File: config.mk
export PLATFORM = sky130hd
export DESIGN_NAME = keypad_scanner
export DESIGN_NICKNAME = d
export VERILOG_FILES = /design/src/rtl/keypad_pkg.sv /design/src/rtl/sync_2ff.sv /design/src/rtl/keypad_scanner.sv
export SDC_FILE = /design/constraint.sdc
export NUM_CORES = 1
export LEC_CHECK = 0
export CAP_MARGIN = 20
export CORE_MARGIN = 2
export CORE_UTILIZATION = 35
export CTS_CLUSTER_DIAMETER = 30
export DETAILED_ROUTE_END_ITERATION = 12
export SLEW_MARGIN = 15
export SYNTH_ARGS = -nofsm -noshare
export SYNTH_HDL_FRONTEND = slang
export SYNTH_SLANG_ARGS = --single-unit
File: constraint.sdc
create_clock -name clk -period 3.3 [get_ports clk]
set_clock_uncertainty 0.05 [all_clocks]
set_input_delay 0.66 -clock clk [delete_from_list [all_inputs] [get_ports clk]]
set_output_delay 0.66 -clock clk [all_outputs]
set_load 0.05 [all_outputs]
File: src/rtl/keypad_pkg.sv
// Shared types and constants for the 4x4 keypad scanner.
// FSM state encodings, matrix geometry, key codes and small decode helpers.
package keypad_pkg;

    typedef enum logic [1:0] {SCAN, DEBOUNCE, HOLD} kp_state_t;

    localparam int NUM_ROWS = 4;
    localparam int NUM_COLS = 4;

    localparam logic [NUM_COLS-1:0] COL_RESET = 4'b1110;
    localparam logic [NUM_ROWS-1:0] ROWS_IDLE = 4'hF;

    // Flat state encodings used by the scanner's state register.
    localparam logic [1:0] ST_SCAN     = SCAN;
    localparam logic [1:0] ST_DEBOUNCE = DEBOUNCE;
    localparam logic [1:0] ST_HOLD     = HOLD;

    localparam logic [3:0] KEY_0 = 4'h0;
    localparam logic [3:0] KEY_1 = 4'h1;
    localparam logic [3:0] KEY_2 = 4'h2;
    localparam logic [3:0] KEY_3 = 4'h3;
    localparam logic [3:0] KEY_4 = 4'h4;
    localparam logic [3:0] KEY_5 = 4'h5;
    localparam logic [3:0] KEY_6 = 4'h6;
    localparam logic [3:0] KEY_7 = 4'h7;
    localparam logic [3:0] KEY_8 = 4'h8;
    localparam logic [3:0] KEY_9 = 4'h9;
    localparam logic [3:0] KEY_A = 4'hA;
    localparam logic [3:0] KEY_B = 4'hB;
    localparam logic [3:0] KEY_C = 4'hC;
    localparam logic [3:0] KEY_D = 4'hD;
    localparam logic [3:0] KEY_E = 4'hE;
    localparam logic [3:0] KEY_F = 4'hF;

    // Rows are active-low; the lowest-numbered low row wins.
    function automatic logic [1:0] lowest_low_row(input logic [NUM_ROWS-1:0] rows);
        logic [1:0] idx;
        idx = 2'd0;
        for (int r = NUM_ROWS - 1; r >= 0; r--) begin
            if (!rows[r]) idx = 2'(r);
        end
        return idx;
    endfunction

    function automatic logic [NUM_COLS-1:0] col_drive(input logic [1:0] idx);
        return ~(4'b0001 << idx);
    endfunction

endpackage

File: src/rtl/sync_2ff.sv
// Two-flop synchronizer with configurable width and reset value.
module sync_2ff #(
    parameter int               WIDTH       = 1,
    parameter logic [WIDTH-1:0] RESET_VALUE = '0
) (
    input  logic             clk,
    input  logic             n_reset,
    input  logic [WIDTH-1:0] d,
    output logic [WIDTH-1:0] q
);

    logic [WIDTH-1:0] meta;

    // NOTE: both stages reset to the idle level so no phantom input appears after reset.
    always_ff @(posedge clk) begin
        if (!n_reset) begin
            meta <= RESET_VALUE;
            q    <= RESET_VALUE;
        end else begin
            meta <= d;
            q    <= meta;
        end
    end

endmodule

File: src/rtl/keypad_scanner.sv
// 4x4 matrix keypad scanner/debouncer advanced by a 1 kHz tick; one-clk key event + code.
// Optional auto-repeat while a key is held: define KEYPAD_REPEAT_EN.
module keypad_scanner
    import keypad_pkg::*;
#(
    parameter int DEBOUNCE_TICKS = 20,
    parameter int REPEAT_TICKS   = 250
) (
    input  logic       clk,
    input  logic       n_reset,
    input  logic       tick_i,
    input  logic [3:0] row_i,
    output logic [3:0] col_o,
    output logic       key_valid,
    output logic [3:0] key_code
);

    localparam int CNT_MAX = (DEBOUNCE_TICKS > REPEAT_TICKS) ? DEBOUNCE_TICKS : REPEAT_TICKS;
    localparam int CNT_W   = $clog2(CNT_MAX + 1);

    localparam logic [CNT_W-1:0] DEB_LAST = CNT_W'(DEBOUNCE_TICKS - 1);
`ifdef KEYPAD_REPEAT_EN
    localparam logic [CNT_W-1:0] REP_LAST = CNT_W'(REPEAT_TICKS - 1);
`endif

    logic [3:0]       row_s;
    logic [1:0]       state;
    logic [1:0]       col_idx;
    logic [1:0]       next_col;
    logic [1:0]       row_idx;
    logic [CNT_W-1:0] cnt;
    logic             key_low;
`ifdef KEYPAD_REPEAT_EN
    logic [CNT_W-1:0] rep_cnt;
`endif

    sync_2ff #(
        .WIDTH       (NUM_ROWS),
        .RESET_VALUE (ROWS_IDLE)
    ) u_row_sync (
        .clk     (clk),
        .n_reset (n_reset),
        .d       (row_i),
        .q       (row_s)
    );

    assign next_col = col_idx + 2'd1;
    assign key_low  = ~row_s[row_idx];

    // cnt is compared against the last value before the limit, so it never
    // grows past DEBOUNCE_TICKS-1 and cannot wrap.
    // NOTE: all state uses non-blocking assignments so every branch sees the pre-edge values.
    always_ff @(posedge clk) begin
        if (!n_reset) begin
            state     <= ST_SCAN;
            col_idx   <= 2'd0;
            col_o     <= COL_RESET;
            row_idx   <= 2'd0;
            cnt       <= '0;
            key_valid <= 1'b0;
            key_code  <= KEY_0;
`ifdef KEYPAD_REPEAT_EN
            rep_cnt   <= '0;
`endif
        end else begin
            key_valid <= 1'b0;
            if (tick_i) begin
                case (state)
                    ST_SCAN: begin
                        if (row_s != ROWS_IDLE) begin
                            row_idx <= lowest_low_row(row_s);
                            cnt     <= CNT_W'(1);
                            state   <= ST_DEBOUNCE;
                        end else begin
                            col_idx <= next_col;
                            col_o   <= col_drive(next_col);
                        end
                    end
                    ST_DEBOUNCE: begin
                        if (key_low) begin
                            if (cnt == DEB_LAST) begin
                                key_valid <= 1'b1;
                                key_code  <= {row_idx, col_idx};
                                cnt       <= '0;
                                state     <= ST_HOLD;
`ifdef KEYPAD_REPEAT_EN
                                rep_cnt   <= '0;
`endif
                            end else begin
                                cnt <= cnt + CNT_W'(1);
                            end
                        end else begin
                            // Bounce: rescan the same column without emitting.
                            cnt   <= '0;
                            state <= ST_SCAN;
                        end
                    end
                    ST_HOLD: begin
                        if (key_low) begin
                            cnt <= '0;
`ifdef KEYPAD_REPEAT_EN
                            if (rep_cnt == REP_LAST) begin
                                key_valid <= 1'b1;
                                rep_cnt   <= '0;
                            end else begin
                                rep_cnt <= rep_cnt + CNT_W'(1);
                            end
`endif
                        end else begin
`ifdef KEYPAD_REPEAT_EN
                            rep_cnt <= '0;
`endif
                            if (cnt == DEB_LAST) begin
                                cnt     <= '0;
                                state   <= ST_SCAN;
                                col_idx <= next_col;
                                col_o   <= col_drive(next_col);
                            end else begin
                                cnt <= cnt + CNT_W'(1);
                            end
                        end
                    end
                    default: begin
                        cnt   <= '0;
                        state <= ST_SCAN;
                    end
                endcase
            end
        end
    end

endmodule

# [Word-level counts from Yosys, hierarchy flattened]
# Index checks and enable logic that the tools add are counted.
[totals] register_bits=31 input_bits=7 word_cells=61
[op_classes] n_addsub=2 order_cmp=1 n_eq_ne=9 shifts=1 n_mux=26 n_bitwise=5 reduce_logical=8
[op_table] cell="two-way mux 8 bit" count=4
[op_table] cell="two-way mux 2 bit" count=12
[op_table] cell="one-hot mux 8 bit (3 select lines)" count=1
[op_table] cell="two-way mux 4 bit" count=3
[op_table] cell="AND reduction 5 bit" count=2
[op_table] cell="adder 8 x 1 -> 8 bit, second input constant" count=1
[op_table] cell="equality test 8 x 5 -> 1 bit, second input constant" count=1
[op_table] cell="!= test 2 bit, second input constant" count=4
[op_table] cell="one-hot mux 4 bit (2 select lines)" count=1
[op_table] cell="one-hot mux 2 bit (3 select lines)" count=1
[op_table] cell="!= test 4 bit, second input constant" count=1
[op_table] cell="NOT 1 bit" count=4
[op_table] cell="NOT 4 bit" count=1
[op_table] cell="one-hot mux 2 bit (2 select lines)" count=1
[op_table] cell="AND reduction 4 bit" count=1
[op_table] cell="OR reduction 4 bit" count=1
[op_table] cell="<< shifter 1 x 2 -> 4 bit, first input constant" count=1
[op_table] cell="less-than comparator 2 x 3 -> 1 bit, second input constant" count=1
[op_table] cell="!= test 3 bit, second input constant" count=1
[op_table] cell="AND reduction 3 bit" count=1
[op_table] cell="adder 2 x 1 -> 2 bit, second input constant" count=1
[op_table] cell="binary-select mux 1 bit (select 2 bit)" count=1
[op_table] cell="equality test 2 x 1 -> 1 bit, second input constant" count=1
[op_table] cell="equality test 2 bit, second input constant" count=1
[op_table] cell="4 further kinds" count=5

# [Logic depth before layout (Yosys ltp)]
# Gate-level depths: netlist (run 1).
[depth] depth_word=6 ltp_mapped=8 ltp_nobuf=6

# [Modules after synthesis]
# From an unflattened synthesis (run 1), not the netlist that was laid out.
[hier_totals] hier_cells=159 area_unflattened_um2=1435.1
[modules_own_cells] module="keypad_scanner" n_inst=1 cells_each=143 area_per_inst_um2=1224.9 seq_area_each_um2=460.4
[modules_own_cells] module="sync_2ff" n_inst=1 cells_each=16 area_per_inst_um2=210.2 seq_area_each_um2=160.2

# [Worst setup path before layout (run 1)]
# OpenSTA, ideal clock, no wires.
[synth_path] path_type="register -> register" startpoint="register row_idx[0]" endpoint="register cnt[6]" setup_time_ps=70 arrival_ps=2124 t_required_ps=3180 setup_slack_ps=1056 path_stages_with_launch=6 synth_period_minus_slack_ps=2244 path_cell_list="dfxtp_1 mux4_2 mux2i_2 or3_4 or4_1 a21boi_1"
[synth_via] elab_chain_len=4 elab_cells_between_ends=5 classes_between="mux (5)"
[synth_rtl] item="start, declared" line="keypad_scanner.sv:30" source="logic [1:0] row_idx;"
[synth_rtl] item="start signal, assigned" line="keypad_scanner.sv:71" source="row_idx <= lowest_low_row(row_s);"
[synth_rtl] item="binary-select mux 1 bit (select 2 bit) *" line="keypad_scanner.sv:48" source="assign key_low = ~row_s[row_idx];"
[synth_rtl] item="two-way mux 1 bit (implied by the code) *" line="keypad_scanner.sv:48"
[synth_rtl] item="two-way mux 8 bit (on tied branches)" line="keypad_scanner.sv:99, keypad_scanner.sv:80"
[synth_rtl] item="one-hot mux 8 bit (3 select lines) *" line="keypad_scanner.sv:68" source="case (state)"
[synth_rtl] item="end signal, assigned" line="keypad_scanner.sv:90" source="cnt <= cnt + CNT_W'(1);"
[synth_rtl] item="end signal, assigned" line="keypad_scanner.sv:119" source="cnt <= cnt + CNT_W'(1);"
[synth_rtl] item="end, declared" line="keypad_scanner.sv:31" source="logic [CNT_W-1:0] cnt;"
# Every way passes the cells marked *; elsewhere a longest branch is shown, timed or not. The select of a mux whose other input is x is not followed.
# A chain may end at the register's enable or synchronous reset.

# [Final worst setup path (run 1)]
[layout_path] startpoint="input port tick_i" endpoint="register cnt[6]"
[layout_via] elab_chain_len=1
[layout_rtl] item="start, declared" line="keypad_scanner.sv:11" source="input logic tick_i,"
[layout_rtl] item="AND reduction 2 bit (no source line)"
# No other way between the ends.

==> results_dict.tcl, run 1 <==
set metrics [dict create \
    ctsRootBufferMaster "clkbuf_8" \
    cp.required_ns 3.47 \
    cts-root-to-sink-buffers 2 \
    grt_max_degree 34 \
    hold_ep "u_row_sync.q[2]" \
    worst_case_headroom_to_the_max_slew_limit_pct 32.9 \
    rsz0062_at_grt "false" \
    dpl.hpwl_um 1690 \
    hold_buffers 0 \
    unique_masters_post_synth 38 \
    synth_top_flop_cell "dfxtp_1" \
    worst-slew-pin-transition_ns 1.00 \
    htree_num_levels 2 \
    die_h_um 66.9 \
    power.ir.vdd_worst_v 0.000219 \
    fraction_of_registers_with_async_set_reset_pct 0 \
    grt_util_met1_pct 14.7 \
    power.leakage_nw 0.619 \
    die_w_um 66.9 \
    synth-seq-area-share_pct 44.8 \
    synth.ff_latch_count 31 \
    result_of_the_run "finished, final reports clean" \
    vias_per_cell 5.02 \
    cp_cell_sequence "clkdlybuf4s50_1, o31ai_2, or3_4, or4_1, a21boi_1" \
    critPathLaunchType "input port" \
    antenna_found_initial 0 \
    clock.fmax_ghz 0.404 \
    timing.reg2reg.setup_slack_ns 0.85 \
    cp.buffers_inverters 1 \
    timing_worst_setup_path_type "input port to flop" \
    syn-num-nets 158 \
    total_cts_buffers 5 \
    post_cts_resized 0 \
    groute.layer.met3.usage_pct 6.25 \
    fin_setup_tns_ns 0 \
    initial_cell_density_of_the_core_pct 37.0 \
    cts_setup_buffers 0 \
    worstReg2RegStart "row_idx[0]" \
    synth_enable_flop_cells 0 \
    final-seq-area_um2 621 \
    clock_pin_slew_worst_setup_and_hold_paths_ns 0.06 \
    p_per_area_mw_per_mm2 461 \
    filler_cell_count 376 \
    cap_violations 0 \
    crit_path_top_delay_cell "clkdlybuf4s50_1" \
    gr-total-overflow 0 \
    core_mm2 0.00374 \
    buffer_ports.inserted 15 \
    drive_above_1_share_pct 7.98 \
    detail_route.iter0.violations 32 \
    cpPeakStageDelay_ns 0.61 \
    routabilityCongestion 0.791 \
    layout_setup_ws_ns 0.823 \
    placement_rows 22 \
    io-pin-count 16 \
    vias_in_the_first_global_route 940 \
    groute.usage.overall_pct 12.7 \
    detailroute.via_count 1059 \
    peak_usage_layer_in_the_global_routing_report "met2" \
    yosys_warnings 0 \
    critPathTopFamily "simple AND/OR/NAND/NOR gates" \
    avgRoutedWirePerCell_um 11.8 \
    timing.rr.end "cnt[6]" \
    finish.net_count 174 \
    insertion_delay_ns 0.28 \
    drc 0 \
    grt_pass1_wl_um 4150 \
    route.final.wire_length_um 2480 \
    final_antenna_net_count 0 \
    grt_util_met2_pct 19.3 \
    report.final.slew_viol_count 0 \
    detail_route.first_pass.iterations 4 \
    tritoncts "built" \
    netlist_instances 146 \
    hold_depth 1 \
    timing.critical_path.arrival_ns 2.64 \
    setup_violations 0 \
    placed_cells 203 \
    synthToLayoutAreaGrowth_pct 19.8 \
    rr_worst_depth 5 \
    worst_hold_path_type "flop to flop" \
    num_antenna_cells 0 \
    synth_area_mm2 0.00138 \
    worst_slack_at_placement_ns 0.458 \
    hold_viol_final 0 \
    syn_area_per_cell_um2 9.48 \
    timing.final.crit_period_ns 2.48 \
    worst-path-max-fanout 11 \
    multiInputGateArea_um2 727 \
    die_area_mm2 0.00447 \
    clock_sinks 31 \
    post_layout_nonfiller_instances 211 \
    layout_worst_path_cycle_share_pct 75.1 \
    crit_path_start "tick_i" \
    hp-start "u_row_sync.meta[2]" \
    worstSetupEndpointType "flop" \
]
==> cells in the mapped netlist, types with 4 or more instances <==
library cell | n | area share, %
nand2b_1 | 10 | 4.5
a21oi_1 | 7 | 2.5
ha_1 | 5 | 4.5
nand2_1 | 10 | 2.7
o21ai_0 | 5 | 1.8
nor3b_1 | 4 | 2.2
dfxtp_1 | 31 | 45
nor2_1 | 9 | 2.4
and2_1 | 4 | 1.8
a21boi_0 | 4 | 2.2
inv_1 | 5 | 1.4
nor2b_1 | 8 | 3.6
mux2i_1 | 8 | 5.8
clkbuf_1 | 6 | 1.6
==> worst max-delay path by stage <==
| stage | to | slack, ns | cells after the start |
|---|---|---|---|
| after floorplan | cnt[6] | 1.06 | 5 |
| after global placement | cnt[6] | 0.56 | 5 |
| after detailed placement | cnt[6] | 0.46 | 5 |
| after CTS | cnt[6] | 0.76 | 5 |
| after global routing | cnt[6] | 0.74 | 5 |
| final | cnt[6] | 0.82 | 5 |
==> state kept, by name (all words and copies together) (netlist names) <==
signal / count
key_code: 4
u_row_sync.meta: 4
cnt: 8
key_valid: 1
state: 2
row_idx: 2
col_o: 4
u_row_sync.q: 4
col_idx: 2
==> layout by cell type, fill, tap and decap left out, types with 2 or more instances in the layout <==
master / netlist / final
dfxtp_1: 31 / 31
clkdlybuf4s50_1: 0 / 15
nand2_1: 10 / 10
nand2b_1: 10 / 10
nor2_1: 9 / 9
nor2b_1: 8 / 8
mux2i_1: 8 / 8
a21oi_1: 7 / 7
inv_1: 5 / 5
o21ai_0: 5 / 5
ha_1: 5 / 5
clkbuf_8: 0 / 5
and2_1: 4 / 4
nor3b_1: 4 / 4
a21boi_0: 4 / 4
and3_1: 3 / 3
nand3_1: 3 / 3
nand3b_1: 2 / 2
o211ai_1: 2 / 2
clkbuf_1: 6 / 2
==> area by class of cell <==
| class | instances | area share [%] |
|---|---|---|
| Inverter | 5 | 1.13 |
| Clock buffer | 7 | 4.60 |
| Tap cell | 48 | 3.62 |
| Timing Repair Buffer | 15 | 9.06 |
| Multi-Input combinational cell | 104 | 43.8 |
| Sequential cell | 31 | 37.4 |
| Clock inverter | 1 | 0.302 |
==> report_power, final <==
part | switching, mW | leakage (nW) | total, mW | internal (mW)
Combinational | 0.0448 | 0.324 | 0.0831 | 0.0383
Clock | 0.134 | 0.0422 | 0.282 | 0.148
Sequential | 0.0109 | 0.253 | 0.399 | 0.388
==> layer usage <==
metal  share of wire (%)  wire, um  up-vias
li1                    -         -      536
met1                  45      1110      487
met2                  48      1190       29
met3                 5.2       129        7
met4                 2.3        57        0
met5                   0         0        -
==> cells by family (layout without fill, tap and decap cells) <==
group	Yosys count	count (layout)	synth area share, %
AND/OR/NAND/NOR	63	63	26.5
flip-flops	31	31	44.8
AO/OA/AOI/OAI	25	25	12.1
buffers and inverters	11	28	2.98
multiplexers	10	10	8.41
adder cells (fa/ha/maj)	5	5	4.52
XOR/XNOR	1	1	0.633
==> metrics by stage <==
| step | power (mW) | hold WS [ns] | area [um2] | util [%] |
|---|---|---|---|---|
| 6_report | 0.764 | 0.357 | 1660 | 44.3 |
| 3_5_place_dp | 0.490 | 0.345 | 1570 | 42.0 |
| 4_1_cts | 0.773 | 0.361 | 1650 | 44.2 |
| 3_3_place_gp | 0.488 | 0.342 | 1570 | 42.0 |
| 5_1_grt | 0.806 | 0.370 | 1660 | 44.3 |
| 2_1_floorplan | 0.465 | 0.336 | 1380 | - |
Note: power is estimated with default switching activity, not from simulation.
==> inputs of run 2 (changes only) <==
clock period = 2.1 ns   (was 3.3 ns; I/O delays follow)
==> run 2 against run 1 <==
  * The run now ends with setup timing left
  * Utilization is 3.7 points higher
  * Critical endpoint unchanged
  * Global-route usage is 1.3 points higher
  * Clock power is 67% higher
  * Wire length is 10% higher
  * Hold slack worse by 0.0017 ns
  * Combinational power is 84% higher
  * Sequential cell count stayed put
  * Power is 64% higher
  * Non-clock buffer count is 14 higher
  * Count of clock-buffer cells in the layout is 1 lower
  * Critical path type is now flop to flop
  * Largest power group unchanged
  * First-iteration DRC count grew to 2.9 times the previous value
==> results_dict.tcl, run 2 (synthesized netlist as in run 1, its figures left out) <==
set metrics [dict create \
    final_antenna_net_count 0 \
    wl_met2_um 1330 \
    finish.net_count 188 \
    cap_violations 0 \
    timing.rr.end "cnt[6]" \
    power_mw 1.25 \
    grt_max_degree 22 \
    filler_cell_count 378 \
    die_w_um 66.9 \
    detailroute.via_count 1127 \
    detail_route.iter0.violations 92 \
    power.leakage_nw 0.692 \
    flip_flop_count_of_the_largest_register_after_layout 8 \
    ctsRootBufferMaster "clkbuf_8" \
    dpl.hpwl_um 1960 \
    hp-start "u_row_sync.meta[1]" \
    insertion_delay_ns 0.28 \
    worstReg2RegStart "row_idx[0]" \
    avgRoutedWirePerCell_um 12.2 \
    hold_viol_final 0 \
    crit_end "cnt[6]" \
    cp.required_ns 2.27 \
    grt_pass1_wl_um 4670 \
    gr-total-overflow 0 \
    drc 0 \
    num_antenna_cells 0 \
    worst-slew-pin-transition_ns 0.501 \
    drive_above_1_share_pct 18.2 \
    detail_route.first_pass.iterations 4 \
    dpl-instance-area_mm2 0.00167 \
    mostFrequentLayoutCells "dfxtp_1 (30), clkdlybuf4s50_1 (15), buf_4 (14), nand2_1 (10), nand2b_1 (10)" \
    worstSetupEndpointType "flop" \
    groute.usage.overall_pct 14.0 \
    core_mm2 0.00374 \
    initial_cell_density_of_the_core_pct 37.0 \
    hold_slack_ns 0.355 \
    clock_sinks 31 \
    rr_worst_depth 5 \
    clock.fmax_ghz 0.468 \
    die_h_um 66.9 \
    failed_checks "setup timing" \
    cts-root-to-sink-buffers 2 \
    timing.reg2reg.setup_slack_ns -0.04 \
    max_flop_register "cnt" \
    vias_in_the_first_global_route 1096 \
    p_per_area_mw_per_mm2 696 \
    placement_rows 22 \
    worst_hold_path_type "flop to flop" \
    buffer_ports.inserted 15 \
    htree_num_levels 2 \
    critPathLaunchType "flop" \
    total_cts_buffers 5 \
    met3RoutedLength_um 152 \
    antenna_found_initial 0 \
    result_of_the_run "complete, but fails checks" \
    highest_layer "met4" \
    final_common_cell "dfxtp_1" \
    met1Wirelength_um 1210 \
    timing_worst_setup_path_type "flop to flop" \
    timing.critical_path.arrival_ns 2.31 \
    crit_path_start "row_idx[0]" \
    hold_buffers 0 \
    layout_worst_path_cycle_share_pct 102 \
    vias_per_cell 5.03 \
    worst_case_headroom_to_the_max_slew_limit_pct 66.5 \
    io-pin-count 16 \
    synthToLayoutAreaGrowth_pct 29.9 \
    worst-path-max-fanout 4 \
    die_area_mm2 0.00447 \
    clock_pin_slew_worst_setup_and_hold_paths_ns 0.06 \
    power.ir.vdd_worst_v 0.000511 \
    route.final.wire_length_um 2730 \
    routabilityCongestion 0.848 \
    tritoncts "built" \
    timing.final.crit_period_ns 2.14 \
    setup_violations 1 \
    report.final.slew_viol_count 0 \
    rsz0062_at_grt "true" \
    stdcell_area_mm2 0.00180 \
    layout_setup_ws_ns -0.0351 \
]
-- run 2: cell count changes in the layout (fill, tap and decap cells not counted), sizes merged --
cell | before | now
buf | 0 | 14
clkbuf | 7 | 6
-- run 2: final cells by class --
type / count / area [um2] / area share (%)
sequential: 31 / 622 / 34.6
timing repair buffer: 29 / 255 / 14.2
clock buffer: 6 / 82.6 / 4.59
multi-input combinational: 104 / 754 / 42.0
inverter: 5 / 18.8 / 1.04
tap: 48 / 60.1 / 3.34
clock inverter: 1 / 5.00 / 0.278
-- run 2: repair_timing --
item | CTS | global route
pin swaps | 2 | 2
setup buffers | 2 | 0
endpoints found under the setup margin | 3 | 11
resized for setup | 1 | 6
-- run 2: routing by layer --
layer	track usage (%)	vias up
li1	-	563
met1	16.9	523
met2	22.5	35
met3	4.22	6
met4	6.63	0
met5	0	-
-- run 2: through the flow --
| step | setup TNS [ns] | std cells | utilization [%] | worst slack [ns] |
|---|---|---|---|---|
| floorplan | -0.142 | 146 | - | -0.0778 |
| global placement | -0.198 | 215 | 44.7 | -0.0951 |
| detailed placement | -0.438 | 215 | 44.7 | -0.134 |
| CTS | -0.0486 | 224 | 47.4 | -0.0348 |
| global route | -0.143 | 224 | 48.0 | -0.0748 |
| finish | -0.0351 | 224 | 48.0 | -0.0351 |
-- run 2: worst min-delay path by stage --
stage	to	slack (ns)	depth (start not counted)
after global routing	u_row_sync.q[1]	0.38	1
final	u_row_sync.q[1]	0.36	1
after CTS	u_row_sync.q[1]	0.36	1
after floorplan	u_row_sync.q[0]	0.34	1
after global placement	u_row_sync.q[1]	0.34	1
after detailed placement	u_row_sync.q[1]	0.34	1
-- run 2: critical path, cell delays in order, from the launching register on --
cell and delay (ns):
dfxtp_2 0.34, mux4_2 0.56, mux2i_4 0.21, or3_4 0.37, or4_4 0.43, a21boi_2 0.12
-- run 2: report_power, final --
part | total [mW] | internal [mW] | switching (mW)
Combinational | 0.153 | 0.0755 | 0.0771
Sequential | 0.627 | 0.610 | 0.0168
Clock | 0.471 | 0.257 | 0.215
==> inputs of run 3 (changes only) <==
SYNTH_HIERARCHICAL = 1   (was default)
==> run 3 against run 2 <==
  * Design area increased by 2.9%
  * Synthesized cell count increased by 8.9%
  * Non-clock buffer count increased by 1
  * The run now ends clean
  * Hold slack about the same
  * Register-to-register slack improved by 0.12 ns
==> results_dict.tcl, run 3 <==
set metrics [dict create \
    routabilityCongestion 0.849 \
    synthToLayoutAreaGrowth_pct 28.9 \
    hold_slack_ns 0.355 \
    die_area_mm2 0.00463 \
    antenna_found_initial 0 \
    grt_max_degree 16 \
    cts_setup_buffers 0 \
    initial_cell_density_of_the_core_pct 36.1 \
    dpl-instance-area_mm2 0.00173 \
    drc 0 \
    worst_case_headroom_to_the_max_slew_limit_pct 66.1 \
    synth_most_common_cell "dfxtp_1" \
    crit_path_top_delay_cell "mux4_2" \
    worst_slack_at_placement_ns -0.0174 \
    clock_pin_slew_worst_setup_and_hold_paths_ns 0.07 \
    clock_sinks 31 \
    insertion_delay_ns 0.29 \
    placement_rows 23 \
    final_common_cell "dfxtp_1" \
    tritoncts "built" \
    core_mm2 0.00397 \
    layout_worst_path_cycle_share_pct 96.0 \
    unique_masters_post_synth 42 \
    filler_cell_count 351 \
    timing.critical_path.arrival_ns 2.18 \
    syn_area_per_cell_um2 9.03 \
    ctsRootBufferMaster "clkbuf_8" \
    cpPeakStageDelay_ns 0.55 \
    result_of_the_run "finished, final reports clean" \
    total_cts_buffers 5 \
    syn-num-nets 171 \
    clock.fmax_ghz 0.496 \
    cts-root-to-sink-buffers 2 \
    crit_end "cnt[5]" \
    synth_area_mm2 0.00144 \
    buffer_ports.inserted 15 \
    io-pin-count 16 \
    synth_enable_flop_cells 0 \
    worst_hold_path_type "flop to flop" \
    cp.buffers_inverters 0 \
    post_cts_resized 0 \
    yosysTopAreaCellShare_pct 43.2 \
    timing_worst_setup_path_type "flop to flop" \
    worstSetupPathDepth 5 \
    max_flop_register "cnt" \
    die_h_um 68.0 \
    cp_cell_sequence "mux4_2, mux2_4, nand2_2, or4_1, a31oi_1" \
    critPathLaunchType "flop" \
    multiInputGateArea_um2 782 \
    timing.rr.end "cnt[5]" \
    cap_violations 0 \
    mostFrequentLayoutCells "dfxtp_1 (31), nand2_1 (15), clkdlybuf4s50_1 (15), buf_4 (15), nor2_1 (13)" \
    gr-total-overflow 0 \
    die_w_um 68.0 \
    finish.net_count 202 \
    dpl.hpwl_um 2220 \
    groute.usage.overall_pct 15.4 \
    fraction_of_registers_with_async_set_reset_pct 0 \
    flip_flop_count_of_the_largest_register_after_layout 8 \
    synth.ff_latch_count 31 \
    worst-path-max-fanout 8 \
    avgRoutedWirePerCell_um 12.7 \
    timing.final.crit_period_ns 2.02 \
    critPathTopFamily "multiplexers" \
    power_mw 1.33 \
    yosys-top-cells-area "dfxtp_1 (43%), mux2i_1 (5.6%), ha_1 (4.4%), nand2b_1 (4.4%), nand2_1 (3.9%)" \
    synth_top_flop_cell "dfxtp_1" \
    num_antenna_cells 0 \
    power.leakage_nw 0.693 \
    finish.utilization_pct 46.6 \
    vias_per_cell 5.12 \
    layout_setup_ws_ns 0.0842 \
    worstReg2RegStart "row_idx[0]" \
    route.final.wire_length_um 3070 \
    post-synth-top-area-cell "dfxtp_1" \
    p_per_area_mw_per_mm2 721 \
    crit_path_start "row_idx[0]" \
    worstSetupEndpointType "flop" \
    rsz0062_at_grt "false" \
    grt_pass1_wl_um 5280 \
    rr_worst_depth 5 \
    detail_route.first_pass.iterations 4 \
    final-seq-area_um2 621 \
    worst-slew-pin-transition_ns 0.507 \
    drive_above_1_share_pct 18.3 \
    detailroute.via_count 1235 \
    detail_route.iter0.violations 62 \
    power.ir.vdd_worst_v 0.000501 \
    cp.required_ns 2.26 \
    yosys_warnings 6 \
    htree_num_levels 2 \
    hold_viol_final 0 \
    synth-seq-area-share_pct 43.2 \
    final_antenna_net_count 0 \
    ys_top_cells_by_count "dfxtp_1 (31), nand2_1 (15), nor2_1 (13), a21oi_1 (11), nand2b_1 (10)" \
    hold_buffers 0 \
    vias_in_the_first_global_route 1186 \
    stdcell_area_mm2 0.00185 \
    report.final.slew_viol_count 0 \
    netlist_instances 159 \
    timing.reg2reg.setup_slack_ns 0.08 \
    setup_violations 0 \
]
## run 3: report_power, final
part           switching [mW]  total [mW]  internal, mW  leakage, nW
Sequential             0.0215       0.635         0.613        0.253
Clock                   0.216       0.515         0.299       0.0515
Combinational           0.101       0.184        0.0832        0.388
## run 3: kinds of logic (layout without fill, tap and decap cells)
logic type / count (synthesis) / in the layout / share of synthesized area, %
fa+ha+maj: 5 / 5 / 4.36
flops: 31 / 31 / 43.2
buf+inv: 12 / 44 / 3.75
compound gates: 27 / 27 / 12.0
xor+xnor: 1 / 1 / 0.610
mux: 11 / 11 / 8.98
simple gates: 72 / 72 / 27.0
## run 3: routing by layer
layer	vias up	part of all wire (%)	routed length, um	track usage (%)
met5	-	0	0	0
met4	0	2.2	69	7.50
met3	5	4.2	128	4.11
met2	19	49	1520	25.1
met1	587	44	1350	18.8
li1	624	-	-	-
## run 3: how the worst min path moves through the flow
| stage | from | end | slack, ns | cells after the start |
|---|---|---|---|---|
| 4_1_cts | u_row_sync/meta[2] | u_row_sync/q[2] | 0.36 | 1 |
| 3_3_place_gp | u_row_sync/meta[2] | u_row_sync/q[2] | 0.34 | 1 |
| 2_1_floorplan | u_row_sync/meta[0] | u_row_sync/q[0] | 0.34 | 1 |
| 6_report | u_row_sync/meta[2] | u_row_sync/q[2] | 0.35 | 1 |
| 3_5_place_dp | u_row_sync/meta[2] | u_row_sync/q[2] | 0.34 | 1 |
| 5_1_grt | u_row_sync/meta[2] | u_row_sync/q[2] | 0.38 | 1 |
## run 3: area by class of cell
cell class	instances	share of cell area, %
inverter	6	1.22
sequential	31	33.5
tap	50	3.38
timing repair buffer	30	14.2
clock buffer	8	5.41
multi-input combinational	116	42.3
## run 3: stage by stage
step                      instances  TNS (ns)
after floorplan                 159         0
after global placement          233         0
after detailed placement        233   -0.0483
after CTS                       241         0
after global routing            241         0
final                           241         0
